File: config.mk
export PLATFORM = sky130hd
export DESIGN_NAME = mult_rr_arbiter_flat
export DESIGN_NICKNAME = d
export VERILOG_FILES = /design/src/rtl/mult_rr_arbiter_if.sv /design/src/rtl/mult_rr_arbiter.sv /design/src/flat_wrapper.sv
export SDC_FILE = /design/constraint.sdc
export NUM_CORES = 1
export LEC_CHECK = 0
export CAP_MARGIN = 40
export CORE_MARGIN = 10
export CORE_UTILIZATION = 30
export CTS_CLUSTER_SIZE = 12
export DETAILED_ROUTE_END_ITERATION = 6
export GPL_ROUTABILITY_DRIVEN = 0
export SLEW_MARGIN = 10
export SYNTH_ARGS = -nofsm -noshare
export SYNTH_HDL_FRONTEND = slang
export SYNTH_SLANG_ARGS = --single-unit
File: constraint.sdc
create_clock -name clk -period 3.75 [get_ports clk]
set_input_delay 0.375 -clock clk [delete_from_list [all_inputs] [get_ports clk]]
set_output_delay 0.375 -clock clk [all_outputs]
set_load 0.02 [all_outputs]
File: src/rtl/mult_rr_arbiter_if.sv
// Requester handshake, result slots and shared-multiplier bus for mult_rr_arbiter.
// The slave modport is the arbiter; the master modport is the requesters plus the multiplier.
interface mult_rr_arbiter_if #(
   parameter int unsigned N_REQ = 4
);
   logic [N_REQ-1:0]    req_valid;
   logic [N_REQ-1:0]    req_ready;
   logic [16*N_REQ-1:0] req_a;
   logic [16*N_REQ-1:0] req_b;
   logic [N_REQ-1:0]    rsp_valid;
   logic [N_REQ-1:0]    rsp_ack;
   logic [16*N_REQ-1:0] rsp_c;
   logic [15:0]         mul_a;
   logic [15:0]         mul_b;
   logic [15:0]         mul_c;
   logic                busy;

   modport master (
      output req_valid, req_a, req_b, rsp_ack, mul_c,
      input  req_ready, rsp_valid, rsp_c, mul_a, mul_b, busy
   );

   modport slave (
      input  req_valid, req_a, req_b, rsp_ack, mul_c,
      output req_ready, rsp_valid, rsp_c, mul_a, mul_b, busy
   );
endinterface

File: src/rtl/mult_rr_arbiter.sv
// Round-robin arbiter sharing one external Q8.8 multiplier among N_REQ requesters.
// A tag pipeline follows each operation so its product lands in the owner's result slot.
module mult_rr_arbiter #(
   parameter int unsigned N_REQ   = 4,
   parameter int unsigned MUL_LAT = 1
) (
   input logic              clk,
   input logic              rst,
   mult_rr_arbiter_if.slave bus
);
   localparam int unsigned IW    = (N_REQ > 1) ? $clog2(N_REQ) : 1;
   localparam int unsigned DEPTH = MUL_LAT + 1;

   logic [IW-1:0]       ptr;
   logic [DEPTH-1:0]    tag_vld;
   logic [IW-1:0]       tag_idx [DEPTH];
   logic [N_REQ-1:0]    in_flight;
   logic [N_REQ-1:0]    eligible;
   logic [N_REQ-1:0]    grant;
   logic [IW-1:0]       grant_idx;
   logic                xfer;
   logic                cap;
   logic [IW-1:0]       cap_idx;
   logic [15:0]         mul_a;
   logic [15:0]         mul_b;
   logic [N_REQ-1:0]    rsp_valid;
   logic [16*N_REQ-1:0] rsp_c;
   int unsigned         scan;

   always_comb begin
      in_flight = '0;
      for (int unsigned d = 0; d < DEPTH; d++)
         if (tag_vld[d]) in_flight[tag_idx[d]] = 1'b1;
   end

   assign eligible = bus.req_valid & ~in_flight & ~rsp_valid;

   // First eligible index at or above ptr, wrapping; suppressed while reset is held.
   always_comb begin
      grant     = '0;
      grant_idx = '0;
      xfer      = 1'b0;
      scan      = 0;
      for (int unsigned k = 0; k < N_REQ; k++) begin
         scan = 32'(ptr) + k;
         if (scan >= N_REQ) scan = scan - N_REQ;
         if (!rst && !xfer && eligible[IW'(scan)]) begin
            grant[IW'(scan)] = 1'b1;
            grant_idx        = IW'(scan);
            xfer             = 1'b1;
         end
      end
   end

   assign cap     = tag_vld[DEPTH-1];
   assign cap_idx = tag_idx[DEPTH-1];

   always_ff @(posedge clk or posedge rst) begin
      if (rst) begin
         ptr       <= '0;
         mul_a     <= '0;
         mul_b     <= '0;
         tag_vld   <= '0;
         rsp_valid <= '0;
         rsp_c     <= '0;
         for (int unsigned d = 0; d < DEPTH; d++) tag_idx[d] <= '0;
      end else begin
         tag_vld[0] <= xfer;
         tag_idx[0] <= grant_idx;
         for (int unsigned d = 1; d < DEPTH; d++) begin
            tag_vld[d] <= tag_vld[d-1];
            tag_idx[d] <= tag_idx[d-1];
         end
         if (xfer) begin
            ptr   <= (32'(grant_idx) == N_REQ - 1) ? '0 : grant_idx + 1'b1;
            mul_a <= bus.req_a[16*32'(grant_idx) +: 16];
            mul_b <= bus.req_b[16*32'(grant_idx) +: 16];
         end
         // Capture never targets an occupied slot, so it cannot race an ack.
         for (int unsigned i = 0; i < N_REQ; i++) begin
            if (cap && cap_idx == IW'(i)) begin
               rsp_valid[i]        <= 1'b1;
               rsp_c[16*i +: 16]   <= bus.mul_c;
            end else if (bus.rsp_ack[i]) begin
               rsp_valid[i] <= 1'b0;
            end
         end
      end
   end

   assert property (@(posedge clk) disable iff (rst) cap |-> !rsp_valid[cap_idx]);

   assign bus.req_ready = grant;
   assign bus.rsp_valid = rsp_valid;
   assign bus.rsp_c     = rsp_c;
   assign bus.mul_a     = mul_a;
   assign bus.mul_b     = mul_b;
   assign bus.busy      = |tag_vld;
endmodule
File: src/flat_wrapper.sv
// flat-port wrapper written by rule: the top's interface ports become plain ports
module mult_rr_arbiter_flat 
#(
   parameter int unsigned N_REQ   = 4,
   parameter int unsigned MUL_LAT = 1
)
  (clk, rst, bus_req_valid, bus_req_a, bus_req_b, bus_rsp_ack, bus_mul_c, bus_req_ready, bus_rsp_valid, bus_rsp_c, bus_mul_a, bus_mul_b, bus_busy);
  mult_rr_arbiter_if #(.N_REQ(N_REQ)) bus_i ();
  input logic clk;
  input logic rst;
  input wire logic [$bits(bus_i.req_valid)-1:0] bus_req_valid;
  input wire logic [$bits(bus_i.req_a)-1:0] bus_req_a;
  input wire logic [$bits(bus_i.req_b)-1:0] bus_req_b;
  input wire logic [$bits(bus_i.rsp_ack)-1:0] bus_rsp_ack;
  input wire logic [$bits(bus_i.mul_c)-1:0] bus_mul_c;
  output wire logic [$bits(bus_i.req_ready)-1:0] bus_req_ready;
  output wire logic [$bits(bus_i.rsp_valid)-1:0] bus_rsp_valid;
  output wire logic [$bits(bus_i.rsp_c)-1:0] bus_rsp_c;
  output wire logic [$bits(bus_i.mul_a)-1:0] bus_mul_a;
  output wire logic [$bits(bus_i.mul_b)-1:0] bus_mul_b;
  output wire logic [$bits(bus_i.busy)-1:0] bus_busy;
  assign bus_i.req_valid = bus_req_valid;
  assign bus_i.req_a = bus_req_a;
  assign bus_i.req_b = bus_req_b;
  assign bus_i.rsp_ack = bus_rsp_ack;
  assign bus_i.mul_c = bus_mul_c;
  assign bus_req_ready = bus_i.req_ready;
  assign bus_rsp_valid = bus_i.rsp_valid;
  assign bus_rsp_c = bus_i.rsp_c;
  assign bus_mul_a = bus_i.mul_a;
  assign bus_mul_b = bus_i.mul_b;
  assign bus_busy = bus_i.busy;
  mult_rr_arbiter #(.N_REQ(N_REQ), .MUL_LAT(MUL_LAT)) u_core (.clk(clk), .rst(rst), .bus(bus_i));
endmodule
After elaboration in Yosys (flattened, before gate mapping)
Index checks and enable logic that the tools add are counted.
{ "word_totals": {"wordCells": 126, "ff_bits": 108, "inputBits": 154} }
{ "classes": {"order_cmp": 16, "add_sub_neg": 8, "n_bitwise": 8, "n_reduce_logical": 27, "shift": 2, "n_mux": 47, "n_eq_ne": 4} }
{ "ops": {"columns": ["operator", "n"], "rows": [
  ["variable part select 64 x 7 -> 16 bit", 2],
  ["2-to-1 mux 4 bit", 6],
  ["2-to-1 mux 1 bit", 22],
  ["< comparator 2 x 3 -> 1 bit, second input constant", 6],
  ["2-to-1 mux 2 bit", 9],
  ["logical AND 1 bit", 17],
  ["OR 4 bit", 4],
  ["demux 1 bit (select 2 bit)", 6],
  ["greater-or-equal comparator 2 x 1 -> 1 bit, second input constant", 6],
  ["greater-or-equal comparator 3 bit, second input constant", 3],
  ["AND 4 bit", 2],
  ["binary-select mux 1 bit (select 2 bit)", 4],
  ["NOT 4 bit", 2],
  ["nonzero test 2 bit", 4],
  ["subtractor 2 x 1 -> 2 bit, second input constant", 4],
  ["adder 2 x 2 -> 3 bit, second input constant", 2],
  ["equality test 2 bit, second input constant", 3],
  ["zero test 1 bit", 4],
  ["adder 2 x 1 -> 3 bit, second input constant", 1],
  ["greater-or-equal comparator 2 x 3 -> 1 bit, second input constant", 1],
  ["adder 2 x 1 -> 2 bit, second input constant", 1],
  ["equality test 2 x 1 -> 1 bit, second input constant", 1],
  ["zero test 2 bit", 1],
  ["OR reduction 2 bit", 1]
]} }

Longest topological paths before layout
{ "logic_depth": {"depth_word": 28, "mapped_depth": 12} }

Worst setup path before layout
No wires, ideal clock.
{ "synth_timing": {"kind": "input -> output", "start": "in rst", "end": "out bus_req_ready[0]", "setup_slack_ps": -697, "n_path_buf": 1, "required_time_ps": 3375, "arrival_time_ps": 4072, "cell_stages": 5, "path_cell_list": "clkbuf_1 inv_1 o211ai_2 or3_1 o21ai_0"} }
{ "synth_between": {"elab_chain_len": 15, "elab_cells_between_ends": 21} }
{ "synth_rtl": {"columns": ["item", "line_no", "text"], "rows": [
  ["start, declared", "flat_wrapper.sv:10", "input logic rst;"],
  ["zero test 1 bit *", "mult_rr_arbiter.sv:47", "if (!rst && !xfer && eligible[IW'(scan)]) begin"],
  ["logical AND 1 bit", "mult_rr_arbiter.sv:47", null],
  ["2-to-1 mux 1 bit", "mult_rr_arbiter.sv:47", null],
  ["zero test 1 bit", "mult_rr_arbiter.sv:47", null],
  ["logical AND 1 bit (2 in a row)", "mult_rr_arbiter.sv:47", null],
  ["2-to-1 mux 1 bit", "mult_rr_arbiter.sv:47", null],
  ["zero test 1 bit", "mult_rr_arbiter.sv:47", null],
  ["logical AND 1 bit (2 in a row)", "mult_rr_arbiter.sv:47", null],
  ["2-to-1 mux 1 bit", "mult_rr_arbiter.sv:47", null],
  ["zero test 1 bit", "mult_rr_arbiter.sv:47", null],
  ["logical AND 1 bit (2 in a row)", "mult_rr_arbiter.sv:47", null],
  ["2-to-1 mux 4 bit *", "mult_rr_arbiter.sv:47", null],
  ["end, declared", "flat_wrapper.sv:16", "output wire logic [$bits(bus_i.req_ready)-1:0] bus_req_ready;"]
]} }
Mark *: on every way between the ends. The rest lies on a longest branch, timed or not.

Worst setup path after layout
{ "layout_timing": {"start": "reg u_core.ptr[1]", "end": "out bus_req_ready[3]"} }
{ "layout_between": {"elab_chain_len": 18, "elab_cells_between_ends": 63} }
{ "layout_rtl": {"columns": ["item", "line_no", "text"], "rows": [
  ["start, declared", "mult_rr_arbiter.sv:14", "logic [IW-1:0] ptr;"],
  ["start signal, assigned", "mult_rr_arbiter.sv:75", "ptr <= (32'(grant_idx) == N_REQ - 1) ? '0 : grant_idx + 1'b1;"],
  ["parallel branches: the longest is 17 deep, another holds adder 2 x 1 -> 3 bit", null, null],
  ["2-to-1 mux 4 bit *", "mult_rr_arbiter.sv:47", null]
]} }
Every way passes the cells marked *. The select of a mux whose other input is x is not followed.

==> flow_metrics.tcl <==
set metrics [dict create \
    outcome "completed" \
    worstSkewPairLatency_ns 0.36 \
    synthXorXnorAreaFrac_pct 0 \
    cp_dominant_cell_by_count "sky130_fd_sc_hd__inv_1" \
    hold_viol_final 0 \
    cts_buffers 9 \
    vdd_drop_max_v 0.0004782 \
    path_depth 9 \
    yosysMostFrequentCell "sky130_fd_sc_hd__dfrtp_1" \
    worstPathBufferInverterCount 3 \
    drc 0 \
    grt_remaining_overflow 0 \
    worstRegToRegCells 11 \
    syn_area_um2 5408 \
    cp-endpoint "bus_req_ready[3]" \
    ctsLongestPathBuffers 2 \
    antenna_cells 0 \
    detail_route.wirelength_um 19250 \
    hold_buffers 0 \
    drt-vias-per-instance 4.875 \
    max_clock_freq_ghz 0.2845 \
    antenna_violating_nets_left 0 \
    grt_pass1_wl_um 29880 \
    worst-endpoint-arrival_ns 3.14 \
    ys.warnings.count 0 \
    synth_sequential_area_ratio_pct 49.98 \
    timing.final.crit_period_ns 3.515 \
    fraction_of_the_mapped_netlist_area_in_compound_gates_pct 16.06 \
    power_density_nw_per_um2 929.0 \
    core_area_um2 17840 \
    final-seq-area_um2 2704 \
    worst-r2r-setup-slack_ns 0.83 \
    floorplan.die_area_um2 23800 \
    synth-main-ff-cell "sky130_fd_sc_hd__dfrtp_1" \
    share_of_final_layout_standard_cells_stronger_than_drive_strength_1_pct 20.76 \
    detail_route.first_pass.iterations 4 \
    synth_largest_type_area_fraction_pct 49.98 \
    startpoint "u_core.ptr[1]" \
    syn_nets 602 \
    cellLeakagePower_nw 3.586 \
    r2r_path_end "u_core.bus.mul_a[6]" \
    timing.final.crit_share_pct 93.74 \
    cpPeakStageDelay_ns 0.63 \
    die_w_um 154.3 \
    grt_antenna_before_repair 0 \
    route.vias.total 4568 \
    critical_path.cell_chain "inv_1 > ha_1 > inv_1 > nor3_1 > o21ai_1 > a211oi_4 > a222oi_1 > o21ai_0 > clkdlybuf4s50_1" \
    min-delay-path-class "register to register" \
    synth.area.top_cells "sky130_fd_sc_hd__dfrtp_1, sky130_fd_sc_hd__mux2_2, sky130_fd_sc_hd__a221oi_2, sky130_fd_sc_hd__mux2i_1, sky130_fd_sc_hd__a21oi_1" \
    io-pin-count 259 \
    fin_setup_tns_ns 0 \
    critical_path.reg2reg.startpoint "u_core.ptr[1]" \
    layout.nets 861 \
    grt_max_degree 47 \
    nFillCells 1609 \
    timing.setup.critical_path_class "register to primary output" \
    syn_area_per_cell_um2 12.18 \
    avgRoutedWirePerCell_um 20.54 \
    cts_root_buffer "sky130_fd_sc_hd__clkbuf_16" \
    gr-usage-all-layers_pct 15.76 \
    main_combinational_cell_family_by_area_after_synthesis "multiplexers" \
    rows 49 \
    finalSetupViolations 0 \
    first_global_vias 5107 \
    synth_seq_cells 108 \
    synth.top_cells.by_count "sky130_fd_sc_hd__dfrtp_1, sky130_fd_sc_hd__mux2_2, sky130_fd_sc_hd__nor2_1" \
    final_max_slew_viol_count 0 \
    area_growth_from_synthesis_to_final_layout_pct 59.09 \
    max_capacitance_violation_count 0 \
    critical_path.top_delay_family "buffers and inverters" \
    crit_path_start_kind "register" \
    die_height_um 154.3 \
    crit_path_end_kind "primary output" \
    multi_input_area_um2 2512 \
    synth_area_leader "sky130_fd_sc_hd__dfrtp_1" \
    total_power_draw_w 0.007993 \
    rsz0062_at_grt "false" \
    timing_worst_slew_pin_value_ns 0.5286 \
    io_buffers 258 \
    yosys.area_share.adder_pct 0.9255 \
    cts_tree "done" \
    cts.reportedPaths.clkPinSlew_ns 0.09 \
    synthSimpleGateAreaFrac_pct 9.371 \
    timing.slew.headroom_pct 64.65 \
    synth_cells 444 \
    path_max_fanout 6 \
    htree_levels 3 \
    critPathSlowestCell "sky130_fd_sc_hd__clkdlybuf4s50_1" \
    synth_mux_area_share_pct 19.71 \
    critical_path_required_ns 3.38 \
    netlist-cell-type-count 47 \
    detailed_place_hpwl_um 14840 \
    initialDrtViolationCount 184 \
    clock-sinks 108 \
    floorplan.initialDensity_pct 30.31 \
    asyncSetResetFlopFracSynth_pct 100.0 \
    finClkSkew_ns 0.01372 \
    synth_edf_count 0 \
]
## power by group
part	internal, W	total (W)	switching [W]
Combinational	0.00234	0.00492	0.00258
Sequential	0.00176	0.00212	0.000359
Clock	0.000470	0.000954	0.000484
## how the worst min path moves through the flow
stage | from | to | slack, ns | cells past startpoint
finish | u_core.tag_idx[2] | u_core.cap_idx[0] | 0.47 | 0
global route | u_core.tag_vld[0] | u_core.tag_vld[1] | 0.48 | 0
global placement | u_core.tag_idx[3] | u_core.cap_idx[1] | 0.45 | 0
floorplan | u_core.tag_vld[0] | u_core.tag_vld[1] | 0.42 | 0
CTS | u_core.tag_vld[0] | u_core.tag_vld[1] | 0.47 | 0
detailed placement | u_core.tag_idx[2] | u_core.cap_idx[0] | 0.45 | 0
## sequential cells by signal (all words and copies together) (netlist names)
register              count
u_core.bus.rsp_c         64
u_core.bus.mul_a         16
u_core.bus.mul_b         16
u_core.bus.rsp_valid      4
u_core.cap_idx            2
u_core.ptr                2
u_core.tag_idx            2
u_core.tag_vld            2
## cells in the final DEF, fill, tap and decap left out, types with 9 or more instances in the layout
master / n
sky130_fd_sc_hd__nand2_1: 32
sky130_fd_sc_hd__mux2_2: 64
sky130_fd_sc_hd__buf_4: 15
sky130_fd_sc_hd__dfrtp_1: 107
sky130_fd_sc_hd__a221oi_2: 30
sky130_fd_sc_hd__nor2_1: 40
sky130_fd_sc_hd__clkdlybuf4s50_1: 258
sky130_fd_sc_hd__inv_1: 11
sky130_fd_sc_hd__a21oi_1: 33
sky130_fd_sc_hd__clkbuf_16: 9
sky130_fd_sc_hd__mux2i_1: 33
## through the flow
| step | cells | setup WS, ns | hold WS [ns] | instance area, um2 | util (%) |
|---|---|---|---|---|---|
| after floorplan | 444 | -0.03370 | 0.4170 | 5433 | - |
| after global placement | 918 | 0.4698 | 0.4467 | 8267 | 46.34 |
| after detailed placement | 919 | 0.3875 | 0.4504 | 8287 | 46.45 |
| after CTS | 935 | 0.1059 | 0.4714 | 8579 | 48.09 |
| after global routing | 937 | 0.03580 | 0.4808 | 8603 | 48.22 |
| final | 937 | 0.2347 | 0.4733 | 8603 | 48.22 |
## cell type report
class | count | share of cell area, %
well taps | 229 | 3.330
repair buffers | 276 | 32.02
multi-input cells | 295 | 29.20
clock buffers | 9 | 2.618
inverters | 13 | 0.6108
flip-flops and latches | 108 | 31.43
clock inverters | 7 | 0.7853
## cells by family after synthesis
kind of cell    count (synthesis)
compound gates                 92
fa+ha+maj                       4
buf+inv                        41
flops                         108
mux                            98
simple gates                  101
## worst reg2reg max path, stage by stage, from the launching register on
cell and delay, ns:
sky130_fd_sc_hd__dfrtp_1 0.46, sky130_fd_sc_hd__inv_1 0.17, sky130_fd_sc_hd__ha_1 0.36, sky130_fd_sc_hd__inv_1 0.10, sky130_fd_sc_hd__nor3_1 0.20, sky130_fd_sc_hd__o21ai_1 0.16
sky130_fd_sc_hd__a211oi_4 0.40, sky130_fd_sc_hd__o31ai_4 0.15, sky130_fd_sc_hd__inv_2 0.24, sky130_fd_sc_hd__buf_4 0.22, sky130_fd_sc_hd__a21oi_1 0.10, sky130_fd_sc_hd__a221oi_2 0.25
## routing by layer
metal | vias up | share of wire, % | track usage [%]
li1 | 2151 | - | -
met1 | 2273 | 37 | 16.82
met2 | 126 | 56 | 29.30
met3 | 18 | 5.3 | 4.770
met4 | 0 | 1.8 | 4.184
met5 | - | 0 | 0
## what timing repair did
item / CTS / global route
endpoints found under the setup margin: 0 / 4
buffers inserted: 0 / 2
resized for setup: 0 / 2
Note: power is estimated with default switching activity, not from simulation.
